**config.mk**
```make
export PLATFORM = sky130hd
export DESIGN_NAME = if_fetch_unit
export DESIGN_NICKNAME = d
export VERILOG_FILES = /design/src/rtl/if_fetch_unit.sv
export SDC_FILE = /design/constraint.sdc
export NUM_CORES = 1
export LEC_CHECK = 0
export BUFFER_PORTS_ARGS = -buffer_cell sky130_fd_sc_hd__buf_2
export CORE_MARGIN = 1
export CORE_UTILIZATION = 41
export CTS_CLUSTER_DIAMETER = 200
export DETAILED_ROUTE_END_ITERATION = 6
export PLACE_DENSITY = 0.63
export SLEW_MARGIN = 0
export SYNTH_ARGS = -nofsm -noshare
export SYNTH_HDL_FRONTEND = slang
export SYNTH_SLANG_ARGS = --single-unit
```
**constraint.sdc**
```tcl
create_clock -name clk -period 2.4 [get_ports clk]
set_input_delay 0.24 -clock clk [delete_from_list [all_inputs] [get_ports clk]]
set_output_delay 0.24 -clock clk [all_outputs]
set_load 0.02 [all_outputs]
```
**src/rtl/if_fetch_unit.sv**
```systemverilog
// if_fetch_unit: instruction fetch front end.
// Issues in-order fetch requests from the PC, buffers up to two returned
// instructions for the decode stage, and restarts cleanly on a redirect by
// dropping the responses that were still in flight.
module if_fetch_unit #(
  parameter logic [31:0] RESET_PC = 32'hBFC0_0000
) (
  input  logic        clk,
  input  logic        rst,
  input  logic        Redirect_Valid,
  input  logic [31:0] Redirect_PC,
  input  logic        ID_Wr,
  output logic        inst_req,
  output logic [31:0] inst_addr,
  input  logic        inst_addr_ok,
  input  logic        inst_data_ok,
  input  logic [31:0] inst_rdata,
  output logic [31:0] IF_Instr,
  output logic [31:0] IF_PC,
  output logic        IF_AdEL,
  output logic        IF_Valid
);

  logic [31:0] pc;
  logic [31:0] buf_pc    [2];
  logic [31:0] buf_instr [2];
  logic        buf_adel  [2];
  logic [1:0]  occ;
  logic [1:0]  outstanding;
  logic [1:0]  discard;
  logic        halt;
  logic [31:0] req_pc    [2];

  logic [31:0] n_buf_pc    [2];
  logic [31:0] n_buf_instr [2];
  logic        n_buf_adel  [2];
  logic [1:0]  n_occ;
  logic [31:0] n_req_pc    [2];

  logic        credit_ok;
  logic        accept;
  logic        resp;
  logic        keep;
  logic        pop;
  logic        err_push;
  logic [1:0]  base;
  logic        req_idx;

  // Outstanding requests plus buffered entries never exceed the buffer depth,
  // so every response that is kept always finds a free slot.
  assign credit_ok = ({1'b0, outstanding} + {1'b0, occ}) < 3'd2;
  assign inst_req  = rst & (pc[1:0] == 2'b00) & ~halt & ~Redirect_Valid & credit_ok;
  assign inst_addr = pc;
  assign accept    = inst_req & inst_addr_ok;
  assign resp      = inst_data_ok & (outstanding != 2'd0);
  assign keep      = resp & (discard == 2'd0) & ~Redirect_Valid;
  assign pop       = (occ != 2'd0) & ID_Wr;
  assign err_push  = (pc[1:0] != 2'b00) & ~halt & (outstanding == 2'd0) &
                     (occ != 2'd2) & ~Redirect_Valid;
  assign base      = occ - {1'b0, pop};
  assign req_idx   = (outstanding == 2'd1) & ~resp;

  assign IF_Valid  = (occ != 2'd0);
  assign IF_PC     = IF_Valid ? buf_pc[0]    : 32'h0;
  assign IF_Instr  = IF_Valid ? buf_instr[0] : 32'h0;
  assign IF_AdEL   = IF_Valid ? buf_adel[0]  : 1'b0;

  // Next buffer contents: pop shifts the tail forward, then a kept response or
  // an address-error entry lands behind whatever remains; redirect empties it.
  always_comb begin
    n_buf_pc    = buf_pc;
    n_buf_instr = buf_instr;
    n_buf_adel  = buf_adel;
    n_occ       = occ;
    if (Redirect_Valid) begin
      n_occ = 2'd0;
    end else begin
      if (pop) begin
        n_buf_pc[0]    = buf_pc[1];
        n_buf_instr[0] = buf_instr[1];
        n_buf_adel[0]  = buf_adel[1];
      end
      if (keep) begin
        n_buf_pc[base[0]]    = req_pc[0];
        n_buf_instr[base[0]] = inst_rdata;
        n_buf_adel[base[0]]  = 1'b0;
      end else if (err_push) begin
        n_buf_pc[base[0]]    = pc;
        n_buf_instr[base[0]] = 32'h0;
        n_buf_adel[base[0]]  = 1'b1;
      end
      n_occ = base + {1'b0, keep | err_push};
    end
  end

  // Remember the PC of every accepted request so each response is tagged with
  // the address it was fetched from, oldest first.
  always_comb begin
    n_req_pc = req_pc;
    if (resp) begin
      n_req_pc[0] = req_pc[1];
    end
    if (accept) begin
      n_req_pc[req_idx] = pc;
    end
  end

  // All architectural state; in-flight responses are abandoned on reset.
  always_ff @(posedge clk or negedge rst) begin
    if (!rst) begin
      pc          <= RESET_PC;
      occ         <= 2'd0;
      outstanding <= 2'd0;
      discard     <= 2'd0;
      halt        <= 1'b0;
      for (int i = 0; i < 2; i++) begin
        buf_pc[i]    <= 32'h0;
        buf_instr[i] <= 32'h0;
        buf_adel[i]  <= 1'b0;
        req_pc[i]    <= 32'h0;
      end
    end else begin
      buf_pc      <= n_buf_pc;
      buf_instr   <= n_buf_instr;
      buf_adel    <= n_buf_adel;
      occ         <= n_occ;
      req_pc      <= n_req_pc;
      outstanding <= outstanding - {1'b0, resp} + {1'b0, accept};
      if (Redirect_Valid) begin
        pc      <= Redirect_PC;
        halt    <= 1'b0;
        discard <= outstanding - {1'b0, resp};
      end else begin
        if (accept) begin
          pc <= pc + 32'd4;
        end
        if (err_push) begin
          halt <= 1'b1;
        end
        if (resp && (discard != 2'd0)) begin
          discard <= discard - 2'd1;
        end
      end
    end
  end

endmodule

```
==> results.txt, run 1 <==
- Clock Skews: 10.2 ps
* Required time reported for the critical path endpoint: 2820 ps
- Number of H-tree branching levels: 1
- Die width: 175 um
* Worst min-delay path startpoint: Redirect_Valid
- Path type of the worst min-delay path: input port to flop
* Largest vdd supply drop: 0.000712 V
* Worst-Margin Slew: 899 ps
- Worst slack on hold paths: 132 ps
- The critical path is of the flop to flop type.
- Clock edge transition at the registers on the reported setup and hold paths: 60 ps
- At the end of routability-driven placement, the weighted congestion stood at 0.799.
* Maximum clock insertion buffer count: 3
- Critical R2R Launch: occ[0]
* Unrepaired setup endpoints after global routing: yes
* Leakage power: 7.66 nW
- The most common cell in the synthesized netlist is dfrtp_1.
- Maximum capacitance violations: 0
* Run status: finished, final reports clean
- The floorplan has 62 rows.
- Vias in the first global route: 10.3k
- The final hold violation count was 0.
- The clock drives 233 sinks.
* Insertion delay to the later sink of the worst-skew pair: 540 ps
- Gate Count Post-Synth: 1236
- In the finished design, the share of the clock period the worst path needs comes to 98.8%.
- Fmax: 422 MHz
- Among all flip-flop cells after synthesis, the most frequent one is dfrtp_1.
* Average vias per placed instance: 5.59
- The number of antenna violations at the first check in global routing is 0.
- Total Routed Length: 37100 um
- Post-Synthesis Cell Area: 12200 um^2
- The top cell type by area accounts for 45.9% of the synthesized area.
- Overflow left after global routing: 0
- Clock root cell: clkbuf_16
- Vertical extent of the die: 175 um
* Sequential element share of the synthesized area: 47.8%
- Yosys top cell by area: dfrtp_1
* Worst setup EP type: flop
- Tightest slew margin relative to the limit: 39.6%
- Destination of the worst hold path: buf_pc[41]
* Area growth from synthesis to layout: 27.8%
- Launching element type of the critical path: flop
- For this block, the via count after detailed routing is 10.5k.
* Maximum number of pins on one net before global-route repair: 134
* Initial standard-cell utilization of the core: 42.1%
- For this design the ratio of total power to cell area is 1070 nW/um^2.
- The placed instances occupy a cell area of 13800 um^2.
- Global-route usage over all layers: 23.5%
- # diodes: 0
* R2r endpoint: req_pc[17]
* Overall die area: 30500 um^2
- Counting cells, the worst reg-to-reg path comes to 9.
- I/O Buffers: 168
- Area of all placed cells without fillers: 15600 um^2
- After synthesis, the cell types taking the most area are dfrtp_1 46%, mux2i_1 7.9%, nand2_1 5.9%.
- Setup violations remaining at the end of the flow were counted as 0.
- During synthesis, Yosys emitted a total of 0 warnings.
- Synthesis inferred 233 register bits.
- The final layout contains 1548 nets.
- Share of flip-flops with an asynchronous set or reset: 100%
- Layout cells sized above 1: 25.8%
* Detailed Place HPWL: 21700 um
* Number of DRC markers after the initial detailed-route iteration: 784
- Post-Synthesis Net Count: 1313
- WP data arrival: 2790 ps
- Area of the core region: 29000 um^2
* Boundary Pins: 169
- The worst hold path passes through 3 cells.
- The detail route stage leaves a number of antenna-violating nets equal to 0.
- Avg Synthesized Cell Area: 9.89 um^2
- The clock period could shrink to 2370 ps.
- Setup slack of the most critical reg-to-reg path: 30 ps
- TritonCTS built the clock tree.
- The number of clock buffers added by TritonCTS is 27.
- In the final routed layout, each cell accounts on average for 19.8 um.
- The first global-routing pass estimated 57400 um of wire.
- DRC violations left: 0
* Number of flops mapped to enable cells by yosys: 0
- By count the netlist is led by 224 x dfrtp_1, 192 x nand2_1, 113 x o21ai_0.
* Unique cell type count in the Yosys netlist: 63
- Final Max Slew Viols: 0
- The first detailed-routing pass ran for 5 iterations.
- In this run the worst path has a maximum fanout of 7.
[cell families (layout without fill, tap and decap cells)]
family          count (synthesis)  in the layout  share of synthesized area (%)
compound gates                326            326                           18.1
mux                           152            152                           13.0
buf+inv                       121            376                           4.52
simple gates                  387            387                           15.0
xor+xnor                       10             10                          0.717
fa+ha+maj                       7              7                          0.778
flops                         233            233                           47.8
[state kept, by name, indices dropped and copies added (netlist names)]
name / cells
buf_adel: 2
buf_pc: 64
occ: 2
outstanding: 2
inst_addr: 32
halt: 1
buf_instr: 64
req_pc: 64
discard: 2
[metrics by stage]
| step | total power, mW | worst slack [ps] | utilization [%] | cells | setup TNS (ps) |
|---|---|---|---|---|---|
| global route | 17.7 | -69.0 | 53.8 | 1875 | -1380 |
| global placement | 12.3 | -115 | 47.4 | 1741 | -889 |
| detailed placement | 12.5 | -125 | 47.4 | 1741 | -2200 |
| finish | 16.7 | 29.7 | 53.8 | 1875 | 0 |
| floorplan | 10.3 | 25.9 | - | 1236 | 0 |
| CTS | 16.7 | 17.1 | 52.9 | 1861 | 0 |
[power by group]
group	leakage, nW	total (mW)	switching [mW]	internal [mW]
Combinational	4.22	6.65	3.63	3.02
Clock	0.400	3.80	1.64	2.16
Sequential	3.03	6.26	0.953	5.31
[worst max path at each step]
stage | startpoint | to
floorplan | occ[1] | buf_instr[45]
detailed placement | occ[0] | inst_addr[11]
finish | occ[0] | req_pc[17]
global placement | occ[0] | inst_addr[11]
CTS | occ[0] | req_pc[8]
global route | occ[0] | req_pc[17]
[layer usage]
layer | track usage, % | wire [um]
met3 | 3.68 | 2210
met4 | 4.57 | 513
met1 | 33.3 | 16800
met2 | 38.1 | 17600
met5 | 0 | 0
[cells in the final DEF (no fill, tap or decap), types with 6 or more instances in the layout]
master / n
a21oi_1: 12
a221o_1: 6
a22o_1: 64
a22oi_1: 11
a31oi_1: 31
and2_1: 70
buf_12: 16
buf_2: 166
buf_4: 54
clkbuf_1: 9
clkbuf_16: 32
clkinv_2: 9
dfrtp_1: 224
dfstp_2: 9
dlygate4sd3_1: 65
inv_1: 9
mux2_2: 56
mux2i_1: 96
nand2_1: 190
nand3_1: 18
nand4_1: 6
nor2_1: 56
o211ai_1: 36
o21ai_0: 113
o21bai_1: 24
or3_1: 6
xnor2_1: 9
[timing repair]
action,CTS,global route
hold buffers,65,0
setup buffers,3,7
endpoints found under the hold margin,98,0
gates resized for setup,7,14
cloned,3,7
pin swaps,1,4
setup endpoints to repair,93,101
[layout make-up]
class / count / area (um^2)
clock inverters: 10 / 52.6
clock buffers: 39 / 751
repair buffers: 314 / 2490
multi-input cells: 882 / 5950
flip-flops and latches: 233 / 5840
fillers: 2588 / 13400
inverters: 13 / 51.3
well taps: 384 / 480
[worst max-delay path, stage by stage, from the launching register on]
cell and delay [ps]:
dfrtp_1 390, inv_2 60, nor2_2 120, fa_1 460, nor4bb_1 280, and2_1 220
buf_6 130, nand2_8 80, clkbuf_16 240, mux2_2 270
Power figures use the tool's default switching activity.
==> run 2, diff against run 1 <==
--- a/config.mk
+++ b/config.mk
@@ -11,6 +11,7 @@
 export CTS_CLUSTER_DIAMETER = 200
 export DETAILED_ROUTE_END_ITERATION = 6
 export PLACE_DENSITY = 0.63
+export SETUP_SLACK_MARGIN = 0.15
 export SLEW_MARGIN = 0
 export SYNTH_ARGS = -nofsm -noshare
 export SYNTH_HDL_FRONTEND = slang
==> run 2 against run 1 <==
Effect of this change: the run now ends with negative hold slack, negative setup slack left; clock skew rose by 13 ps; highest routed layer unchanged; largest cell class unchanged; sequential power about the same; total power grew 2.6%.
==> results.txt, run 2 (synthesized netlist as in run 1, its figures left out) <==
- Sequence of cells on the critical path: inv_2 > nor2_4 > fa_1 > nor4bb_1 > and2_1 > nor2_2 > o21ai_0 > o211ai_1
- Clock tree from TritonCTS: built
* Unrepaired setup endpoints after global routing: yes
- Crit Path Category: flop to flop
- Global routing used 23.5% of the available tracks.
* Detailed Place HPWL: 21900 um
* DRC violations left: 0
* Final Non-Filler Cells: 1880
- The tool flagged a number of max-cap violations equal to 0.
- In the final design database the tool counted 1555 nets.
- The tightest min-delay check is of the input port to async pin type.
- Wires add up to 37400 um.
- CTS sink cnt: 233
* Cell count after placement: 1741
- Commonest cells after routing, fill and taps aside: 224 x dfrtp_1, 188 x nand2_1, 165 x buf_2, 111 x o21ai_0, 96 x mux2i_1
* Leakage power: 7.74 nW
- Drt pass-1 iters: 5
* Overall die area: 30500 um^2
- Slowest library cell on the worst path: nor2_2
- Setup Viol. Count Final: 1
- The setup check on the worst reg-to-reg path leaves a slack of -4 ps.
- The first global-routing pass estimated 57200 um of wire.
- Critical R2R Launch: outstanding[0]
* Setup WS post-layout: -3.78 ps
* WP data arrival: 2850 ps
- Clock edge transition at the registers on the reported setup and hold paths: 60 ps
- R2r endpoint: inst_addr[24]
- Maximum clock insertion buffer count: 3
* Layout cells sized above 1: 27.1%
- The number of antenna violations at the first check in global routing is 0.
- Registers with the most flip-flops: buf_instr (64), buf_pc (64), req_pc (64)
- Top fanout value on the critical path: 16
- Initial standard-cell utilization of the core: 42.1%
- Number of nets with antenna violations after detailed routing: 0
- The root buffer cell chosen for the clock tree is clkbuf_16.
- Setup total negative slack on the finished layout was measured at -3.78 ps.
- Maximum number of pins on one net before global-route repair: 161
- Number of standard-cell rows in the floorplan: 62
- The final hold violation count came to 62.
* Violated checks: negative hold slack, negative setup slack
* Final Max Slew Viols: 0
- Crit path buffers/inverters: 1
* Cell Pwr Density: 1080 nW/um^2
* Area of the core region: 29000 um^2
* Worst-Margin Slew: 917 ps
- Overflow left after global routing: 0
- Vias post-DR: 10.6k
- In this run the tool buffered the top-level ports with 168 buffer cells.
- Vias in the first global route: 10.2k
- Prior to clock tree synthesis, the placed netlist has a worst setup slack of -257 ps.
- Boundary Pins: 169
- Tightest slew margin relative to the limit: 38.9%
- TritonCTS created 27 clock buffers.
- For the worst-skew pair, the clock arrives at the later sink with an insertion delay of 540 ps.
* Area growth from synthesis to layout: 29.5%
* Number of H-tree branching levels: 1
- Across the VDD grid, the largest voltage drop is 0.000685 V.
- The repair_antennas step left the layout with diodes totalling 0.
* Fmax: 416 MHz
- The congestion estimate from routability-driven global placement came to 0.772.
- For the finished layout, the period the worst path requires is 2400 ps.
- Worst setup EP type: flop
- FILL cells: 2548
- Run status: finished with violations
- Vertical extent of the die: 175 um
- On the final layout, the worst hold slack is -88.9 ps.
* Number of DRC markers after the initial detailed-route iteration: 835
- Required time reported for the critical path endpoint: 2850 ps
- Longest individual stage delay on the worst path: 630 ps
* Crit share post-route: 100%
- Most common library cell in the layout ignoring fill and taps: dfrtp_1
- R2R depth: 8
- Clock Skews: 23.7 ps
- Launching element type of the critical path: flop
- After detailed routing, the average wire length per cell comes to 19.9 um.
* Average vias per placed instance: 5.63
* Die width: 175 um
* Top delay family on crit path: simple AND/OR/NAND/NOR gates
[run 2: power breakdown]
part | switching, mW | internal, mW
clock | 1.63 | 2.48
sequential | 0.930 | 5.31
combinational | 3.70 | 3.09
total | 6.26 | 10.9
[run 2: per-layer routing]
metal | track usage (%) | routed length [um]
met5 | 0 | 0
met4 | 6.01 | 906
met3 | 2.79 | 2090
met2 | 37.4 | 17400
met1 | 33.7 | 16900
[run 2: cell type report]
class | instances | area, um^2 | area share, %
Clock buffer | 40 | 795 | 5.02
Clock inverter | 7 | 85.1 | 0.538
Inverter | 13 | 50.0 | 0.316
Multi-Input combinational cell | 883 | 5990 | 37.9
Sequential cell | 233 | 5840 | 36.9
Tap cell | 384 | 480 | 3.04
Timing Repair Buffer | 320 | 2580 | 16.3
[run 2: worst max-delay path by stage]
| stage | endpoint | start | slack [ps] | cells past startpoint |
|---|---|---|---|---|
| after floorplan | buf_instr[32] | occ[1] | 180 | 11 |
| after global placement | inst_addr[11] | outstanding[0] | -200 | 8 |
| after detailed placement | inst_addr[11] | occ[0] | -260 | 8 |
| after CTS | inst_addr[24] | outstanding[0] | 60 | 8 |
| after global routing | inst_addr[27] | occ[0] | -40 | 10 |
| final | inst_addr[24] | outstanding[0] | -4 | 8 |
[run 2: repair_timing]
action	in CTS	in global routing
hold buffers	64	0
resized for setup	25	24
buffers inserted	6	9
pin swaps	3	8
setup endpoints to repair	178	177
gates cloned	4	9
hold endpoints to repair	118	0
[run 2: metrics by stage]
step / cell area (um^2) / total power [mW] / util [%] / hold WS [ps]
floorplan: 12200 / 10.4 / - / -55.6
detailed placement: 13700 / 12.5 / 47.3 / 455
global placement: 13700 / 12.3 / 47.3 / 452
global route: 15800 / 18.2 / 54.5 / 24.4
CTS: 15500 / 16.9 / 53.3 / -14.5
finish: 15800 / 17.1 / 54.5 / -88.9
